[src/rtl/acc_control_pkg.sv]
// Shared encodings for the accumulator CPU control path.
// Holds the opcode map, the control FSM state encoding, the datapath mux
// select encodings (SrcA, SrcB, ALUOp, IorD, PCSrc, ACCSrc) and the packed
// control word that the decoder hands back to the top.
package acc_control_pkg;

    localparam int OPC_WIDTH = 4;

    typedef enum logic [3:0] {
        OP_LOAD  = 4'h0,
        OP_STORE = 4'h1,
        OP_ADD   = 4'h2,
        OP_SUB   = 4'h3,
        OP_AND   = 4'h4,
        OP_OR    = 4'h5,
        OP_ADDI  = 4'h6,
        OP_BEQZ  = 4'h7,
        OP_JUMP  = 4'h8,
        OP_PUSH  = 4'h9,
        OP_POP   = 4'hA,
        OP_HALT  = 4'hF
    } opcode_e;

    typedef enum logic [4:0] {
        S_IDLE, S_FETCH, S_DECODE,
        S_MEM_RD, S_LD_WB, S_ALU_MEM, S_ACC_WB,
        S_ST_WR, S_ALU_IMM,
        S_BR_CALC, S_BR_WB, S_JMP,
        S_PSH_DEC, S_PSH_SP, S_PSH_WR,
        S_POP_RD, S_POP_WB,
        S_HALT
    } state_e;

    typedef enum logic [2:0] {
        SRCA_PC  = 3'd0,
        SRCA_ACC = 3'd1,
        SRCA_SP  = 3'd2
    } srca_e;

    typedef enum logic [3:0] {
        SRCB_TWO = 4'd0,
        SRCB_SE  = 4'd1,
        SRCB_MDR = 4'd2,
        SRCB_ZE  = 4'd3,
        SRCB_SL1 = 4'd4
    } srcb_e;

    typedef enum logic [2:0] {
        ALU_ADD   = 3'd0,
        ALU_SUB   = 3'd1,
        ALU_AND   = 3'd2,
        ALU_OR    = 3'd3,
        ALU_PASSA = 3'd5
    } aluop_e;

    typedef enum logic [1:0] {
        IORD_PC = 2'd0,
        IORD_ZE = 2'd1,
        IORD_SP = 2'd2
    } iord_e;

    typedef enum logic {
        PCSRC_ALU  = 1'b0,
        PCSRC_JUMP = 1'b1
    } pcsrc_e;

    typedef enum logic {
        ACCSRC_ALU = 1'b0,
        ACCSRC_MDR = 1'b1
    } accsrc_e;

    typedef struct packed {
        logic    pcWrite;
        pcsrc_e  pcSrc;
        logic    irWrite;
        logic    memRead;
        logic    memWrite;
        iord_e   iorD;
        logic    accWrite;
        accsrc_e accSrc;
        logic    spWrite;
        srca_e   srcA;
        srcb_e   srcB;
        aluop_e  aluOp;
        logic    halted;
    } ctrl_t;

    // ALU operation used by the memory-operand arithmetic group.
    function automatic aluop_e memAluOp(input opcode_e opc);
        case (opc)
            OP_SUB:  memAluOp = ALU_SUB;
            OP_AND:  memAluOp = ALU_AND;
            OP_OR:   memAluOp = ALU_OR;
            default: memAluOp = ALU_ADD;
        endcase
    endfunction

endpackage

[src/rtl/acc_control_decode.sv]
// Combinational control-word decoder for the accumulator CPU.
// Ports:
//   state_i   current FSM state
//   opcode_i  IR opcode (only used to pick the ALU op in ALU_MEM)
//   zflag_i   branch condition captured in BR_CALC
//   ctrl_o    full control word; every field is 0 unless the state drives it
module acc_control_decode
    import acc_control_pkg::*;
(
    input  state_e  state_i,
    input  opcode_e opcode_i,
    input  logic    zflag_i,
    output ctrl_t   ctrl_o
);

    // Start from an all-zero word so IDLE, HALT and unused selects stay 0.
    always_comb begin
        ctrl_o = '0;
        unique case (state_i)
            S_FETCH: begin
                ctrl_o.memRead = 1'b1;
                ctrl_o.iorD    = IORD_PC;
                ctrl_o.irWrite = 1'b1;
                ctrl_o.srcA    = SRCA_PC;
                ctrl_o.srcB    = SRCB_TWO;
                ctrl_o.aluOp   = ALU_ADD;
            end
            // PC takes the PC+2 computed in FETCH; ACC is passed through so
            // the registered Zero reflects ACC==0 for a following BEQZ.
            S_DECODE: begin
                ctrl_o.pcWrite = 1'b1;
                ctrl_o.pcSrc   = PCSRC_ALU;
                ctrl_o.srcA    = SRCA_ACC;
                ctrl_o.aluOp   = ALU_PASSA;
            end
            S_MEM_RD: begin
                ctrl_o.memRead = 1'b1;
                ctrl_o.iorD    = IORD_ZE;
            end
            S_LD_WB: begin
                ctrl_o.accWrite = 1'b1;
                ctrl_o.accSrc   = ACCSRC_MDR;
            end
            S_ALU_MEM: begin
                ctrl_o.srcA  = SRCA_ACC;
                ctrl_o.srcB  = SRCB_MDR;
                ctrl_o.aluOp = memAluOp(opcode_i);
            end
            S_ACC_WB: begin
                ctrl_o.accWrite = 1'b1;
                ctrl_o.accSrc   = ACCSRC_ALU;
            end
            S_ST_WR: begin
                ctrl_o.memWrite = 1'b1;
                ctrl_o.iorD     = IORD_ZE;
            end
            S_ALU_IMM: begin
                ctrl_o.srcA  = SRCA_ACC;
                ctrl_o.srcB  = SRCB_SE;
                ctrl_o.aluOp = ALU_ADD;
            end
            S_BR_CALC: begin
                ctrl_o.srcA  = SRCA_PC;
                ctrl_o.srcB  = SRCB_SL1;
                ctrl_o.aluOp = ALU_ADD;
            end
            S_BR_WB: begin
                ctrl_o.pcWrite = zflag_i;
                ctrl_o.pcSrc   = PCSRC_ALU;
            end
            S_JMP: begin
                ctrl_o.pcWrite = 1'b1;
                ctrl_o.pcSrc   = PCSRC_JUMP;
            end
            S_PSH_DEC: begin
                ctrl_o.srcA  = SRCA_SP;
                ctrl_o.srcB  = SRCB_TWO;
                ctrl_o.aluOp = ALU_SUB;
            end
            S_PSH_SP: begin
                ctrl_o.spWrite = 1'b1;
            end
            S_PSH_WR: begin
                ctrl_o.memWrite = 1'b1;
                ctrl_o.iorD     = IORD_SP;
            end
            // Read at the old SP while the ALU forms SP+2 for POP_WB.
            S_POP_RD: begin
                ctrl_o.memRead = 1'b1;
                ctrl_o.iorD    = IORD_SP;
                ctrl_o.srcA    = SRCA_SP;
                ctrl_o.srcB    = SRCB_TWO;
                ctrl_o.aluOp   = ALU_ADD;
            end
            S_POP_WB: begin
                ctrl_o.spWrite  = 1'b1;
                ctrl_o.accWrite = 1'b1;
                ctrl_o.accSrc   = ACCSRC_MDR;
            end
            S_HALT: begin
                ctrl_o.halted = 1'b1;
            end
            default: begin
                ctrl_o = '0;
            end
        endcase
    end

endmodule

[src/rtl/acc_control.sv]
// Multicycle control FSM for the 16-bit accumulator CPU.
// Holds the state register, next-state logic and the BEQZ condition flag;
// the control word itself comes from acc_control_decode.
// Ports:
//   CLK, Reset (async, active-high)
//   Opcode  IR[15:12], Zero  registered ALU zero flag
//   PCWrite, PCSrc, IRWrite, MemRead, MemWrite, IorD, ACCWrite, ACCSrc,
//   SPWrite, SrcA, SrcB, ALUOp  datapath controls; Halted  high in HALT
module acc_control
    import acc_control_pkg::*;
#(
    parameter int OPC_W    = 4,
    parameter int ILL_HALT = 1
) (
    input  logic             CLK,
    input  logic             Reset,
    input  logic [OPC_W-1:0] Opcode,
    input  logic             Zero,
    output logic             PCWrite,
    output logic             PCSrc,
    output logic             IRWrite,
    output logic             MemRead,
    output logic             MemWrite,
    output logic [1:0]       IorD,
    output logic             ACCWrite,
    output logic             ACCSrc,
    output logic             SPWrite,
    output logic [2:0]       SrcA,
    output logic [3:0]       SrcB,
    output logic [2:0]       ALUOp,
    output logic             Halted
);

    state_e  state_q, state_d;
    logic    zflag_q, zflag_d;
    opcode_e opc;
    ctrl_t   ctrl;

    assign opc = opcode_e'(Opcode);

    // State and branch flag; reset drops any in-flight instruction.
    always_ff @(posedge CLK or posedge Reset) begin
        if (Reset) begin
            state_q <= S_IDLE;
            zflag_q <= 1'b0;
        end else begin
            state_q <= state_d;
            zflag_q <= zflag_d;
        end
    end

    // Zero carries DECODE's ACC==0 result only during BR_CALC.
    always_comb begin
        zflag_d = zflag_q;
        if (state_q == S_BR_CALC) begin
            zflag_d = Zero;
        end
    end

    // Instruction sequencing; undefined opcodes halt or act as NOP.
    always_comb begin
        state_d = state_q;
        unique case (state_q)
            S_IDLE:   state_d = S_FETCH;
            S_FETCH:  state_d = S_DECODE;
            S_DECODE: begin
                case (opc)
                    OP_LOAD, OP_ADD, OP_SUB, OP_AND, OP_OR: state_d = S_MEM_RD;
                    OP_STORE: state_d = S_ST_WR;
                    OP_ADDI:  state_d = S_ALU_IMM;
                    OP_BEQZ:  state_d = S_BR_CALC;
                    OP_JUMP:  state_d = S_JMP;
                    OP_PUSH:  state_d = S_PSH_DEC;
                    OP_POP:   state_d = S_POP_RD;
                    OP_HALT:  state_d = S_HALT;
                    default:  state_d = (ILL_HALT != 0) ? S_HALT : S_FETCH;
                endcase
            end
            S_MEM_RD:  state_d = (opc == OP_LOAD) ? S_LD_WB : S_ALU_MEM;
            S_ALU_MEM, S_ALU_IMM: state_d = S_ACC_WB;
            S_BR_CALC: state_d = S_BR_WB;
            S_PSH_DEC: state_d = S_PSH_SP;
            S_PSH_SP:  state_d = S_PSH_WR;
            S_POP_RD:  state_d = S_POP_WB;
            S_LD_WB, S_ACC_WB, S_ST_WR, S_BR_WB, S_JMP, S_PSH_WR, S_POP_WB:
                state_d = S_FETCH;
            S_HALT:    state_d = S_HALT;
            default:   state_d = S_IDLE;
        endcase
    end

    acc_control_decode uDecode (
        .state_i  (state_q),
        .opcode_i (opc),
        .zflag_i  (zflag_q),
        .ctrl_o   (ctrl)
    );

    assign PCWrite  = ctrl.pcWrite;
    assign PCSrc    = ctrl.pcSrc;
    assign IRWrite  = ctrl.irWrite;
    assign MemRead  = ctrl.memRead;
    assign MemWrite = ctrl.memWrite;
    assign IorD     = ctrl.iorD;
    assign ACCWrite = ctrl.accWrite;
    assign ACCSrc   = ctrl.accSrc;
    assign SPWrite  = ctrl.spWrite;
    assign SrcA     = ctrl.srcA;
    assign SrcB     = ctrl.srcB;
    assign ALUOp    = ctrl.aluOp;
    assign Halted   = ctrl.halted;

endmodule
[config.mk]
export PLATFORM = sky130hd
export DESIGN_NAME = acc_control
export DESIGN_NICKNAME = d
export VERILOG_FILES = /design/src/rtl/acc_control_pkg.sv /design/src/rtl/acc_control_decode.sv /design/src/rtl/acc_control.sv
export SDC_FILE = /design/constraint.sdc
export NUM_CORES = 1
export LEC_CHECK = 0
export ABC_AREA = 1
export ABC_CLOCK_PERIOD_IN_PS = 2900
export CORE_MARGIN = 8
export CORE_UTILIZATION = 25
export CTS_BUF_LIST = sky130_fd_sc_hd__clkbuf_4
export DETAILED_ROUTE_END_ITERATION = 6
export GPL_TIMING_DRIVEN = 1
export PLACE_DENSITY = 0.55
export SYNTH_ARGS = -nofsm -noshare
export SYNTH_HDL_FRONTEND = slang
export SYNTH_HIERARCHICAL = 1
export SYNTH_SLANG_ARGS = --single-unit
export TNS_END_PERCENT = 5
[constraint.sdc]
create_clock -name CLK -period 2.9 [get_ports CLK]
set_input_delay 0.58 -clock CLK [delete_from_list [all_inputs] [get_ports CLK]]
set_output_delay 0.58 -clock CLK [all_outputs]
set_load 0.1 [all_outputs]
==> summary.txt <==
Die
  • Die X: 73.43 um
  • Starting Density: 0.2531
  • Die area: 5392 um2
  • DIE HEIGHT: 73.43 um
  • Total I/O pin count: 28
  • Rows: 21
  • Core area: between 3000 and 4000 um2

Clock network
  • CTS H-Tree Depth: 1
  • CTS resizes: 0
  • CTS Sinks: 6
  • Clk buf depth: 2
  • Clk_lat worst skew: between 0.2 and 0.25 ns
  • TritonCTS clock tree: yes
  • Root Driver: clkbuf_4
  • Reg clk slew, reported paths: 0.04 ns
  • CTS Buf Count: 3
  • Cts hold-fix bufs: 0
  • Post-CTS setup buffer count: 0

Synthesis
  • Yosys warns: 6
  • Ys async rst share: 1.000
  • Synth Register Bits: 6
  • Distinct cells, synth: 22
  • Main synth FF type: dfrtp_1
  • Post-synthesis sequential area ratio: 0.1821
  • Syn Area/Cell: 5.461 um2
  • Synthesized cell area: 824.5 um2
  • Synth Instances: between 150 and 200
  • Number of synthesized flops with an enable pin: 0

Min path
  • Worst hold path cell count: 2
  • Worst hold path class: reg -> reg

STA
  • Setup violators final: 0
  • Max Slew Vio Count: 0
  • RSZ-0062 raised after global routing: no
  • Final period util: 0.8256
  • Hold Violations, Final: 0
  • Crit path time final: 2.394 ns
  • Fmax: 0.4177 GHz
  • Final clock skew: 0.006334 ns

Drt
  • Via count: 925
  • Via-per-instance ratio: just over 4
  • Remaining DRCs: 0
  • Antenna Nets Post-Route: 0
  • Final wirelength: 2144 um
  • Drt first pass iters: 6
  • WL/cell: 9.614 um
  • DR iter-0 viols: 39

Placement
  • IO buf count: 25
  • GP Congestion: 0.8528
  • DP HPWL: 1809 um

Setup path
  • Nature of the critical path endpoint: output port
  • Largest delay share family, worst path: buffers and inverters
  • Worst path depth: 8
  • Critical path's slowest cell: clkdlybuf4s50_1
  • Top cell by count, worst path: nand2_1
  • Worst R2R Setup Slack: 1.70 ns
  • FF-to-FF End: state_q[0]
  • Worst EP required: 2.32 ns
  • Setup crit start kind: input port
  • CP arrival: ~1.8 ns
  • Kind of critical path: in -> out
  • Crit path max fanout: 8
  • Worst reg2reg startpoint: state_q[2]
  • Critical path, cell by cell: clkdlybuf4s50_1 > inv_1 > nor2_1 > nand2_1 > nand2_1 > nand2_1 > nand2_1 > buf_12
  • Crit path buf inv count: 3
  • Worst setup path end: ALUOp[0]
  • Max incr delay on CP: 0.60 ns
  • Crit path from: Opcode[2]
  • Worst R2R Path Depth: 5

GRT
  • Number of global-route vias before repair: around 890
  • Largest net degree at the start of global routing: 11
  • Total gr overflow: 0
  • First-pass GRT wire length: 3574 um
  • Total GRT Usage: 0.08069
  • Initial antenna violation count: 0

Status
  • Status: completed

Layout
  • Layout cell share with drive strength beyond 1: 0.2147
  • # diodes: 0
  • Area delta synth->final: 35.36%
  • Final #Nets: 190
  • Core Util, Final: 0.3426

Run
  • MaxCap Viol Count: 0
-- flip-flops by register name, indices dropped and copies added, names as in the netlist --
register,flops
state_q,5
zflag_q,1
-- metal layers --
layer,vias up,share of wire,track usage
li1,507,-,-
met1,389,0.40,0.08392
met2,27,0.48,0.1370
met3,2,0.11,0.03411
met4,0,0.0089,0.03769
met5,-,0,0
-- cell families (layout without fill, tap and decap cells) --
group | Yosys count | in the layout | synth area share
simple gates | 98 | 98 | 0.5235
buf+inv | 31 | 56 | 0.1548
compound gates | 11 | 11 | 0.07436
flops | 6 | 6 | 0.1821
fa+ha+maj | 4 | 4 | 0.06070
other cells | 1 | 2 | 0.004548
-- cell type report --
cell class | count | area (um2)
fillers | 381 | 2142
flip-flops and latches | 6 | 150.1
repair buffers | 25 | 227.7
clock buffers | 3 | 22.52
well taps | 46 | 57.56
multi-input cells | 115 | 553.0
inverters | 28 | 105.1
-- worst reg2reg max path, delay by kind of cell, from the launching register on --
family	cells	cell delay, ns
flip-flops	1	0.54
AND/OR/NAND/NOR	5	0.54
-- cells in the mapped netlist (3+ instances only) --
| cell type | n | area [um2] |
|---|---|---|
| inv_1 | 22 | 82.58 |
| o21ai_1 | 3 | 15.01 |
| ha_1 | 4 | 50.05 |
| nor2_2 | 6 | 37.54 |
| nand3_1 | 14 | 70.07 |
| inv_2 | 5 | 18.77 |
| buf_4 | 3 | 22.52 |
| nor2_1 | 29 | 108.9 |
| o21ai_0 | 4 | 20.02 |
| nand2_1 | 42 | 157.7 |
| dfrtp_1 | 6 | 150.1 |
-- placed cells by master (no fill, tap or decap), drive strengths merged, types with 3 or more instances in the layout --
| cell | netlist | final |
|---|---|---|
| buf | 3 | 19 |
| inv | 27 | 27 |
| nand2 | 43 | 43 |
| o21ai | 7 | 7 |
| clkbuf | 0 | 3 |
| dfrtp | 6 | 6 |
| ha | 4 | 4 |
| nor2 | 36 | 36 |
| nand3 | 16 | 16 |
| clkdlybuf4s50 | 0 | 6 |
-- worst min path at each step --
| stage | from | endpoint | slack, ns |
|---|---|---|---|
| 2_1_floorplan | Reset | state_q[0] | 0.37 |
| 3_3_place_gp | zflag_q | zflag_q | 0.47 |
| 3_5_place_dp | zflag_q | zflag_q | 0.48 |
| 4_1_cts | zflag_q | zflag_q | 0.49 |
| 5_1_grt | zflag_q | zflag_q | 0.51 |
| 6_report | zflag_q | zflag_q | 0.48 |
-- stage by stage --
stage | instance area [um2] | hold slack, ns | worst slack [ns] | setup TNS (ns) | std cells
4_1_cts | 1116 | 0.4900 | 0.4970 | 0 | 223
3_3_place_gp | 1094 | 0.4682 | 0.5176 | 0 | 220
3_5_place_dp | 1094 | 0.4787 | 0.4973 | 0 | 220
5_1_grt | 1116 | 0.5147 | 0.3362 | 0 | 223
2_1_floorplan | 830.8 | 0.3710 | -0.4954 | -1.614 | 152
6_report | 1116 | 0.4787 | 0.5058 | 0 | 223
Power is not shown: default switching activity piles up to over one toggle a cycle in this logic, so the estimate is an artifact.
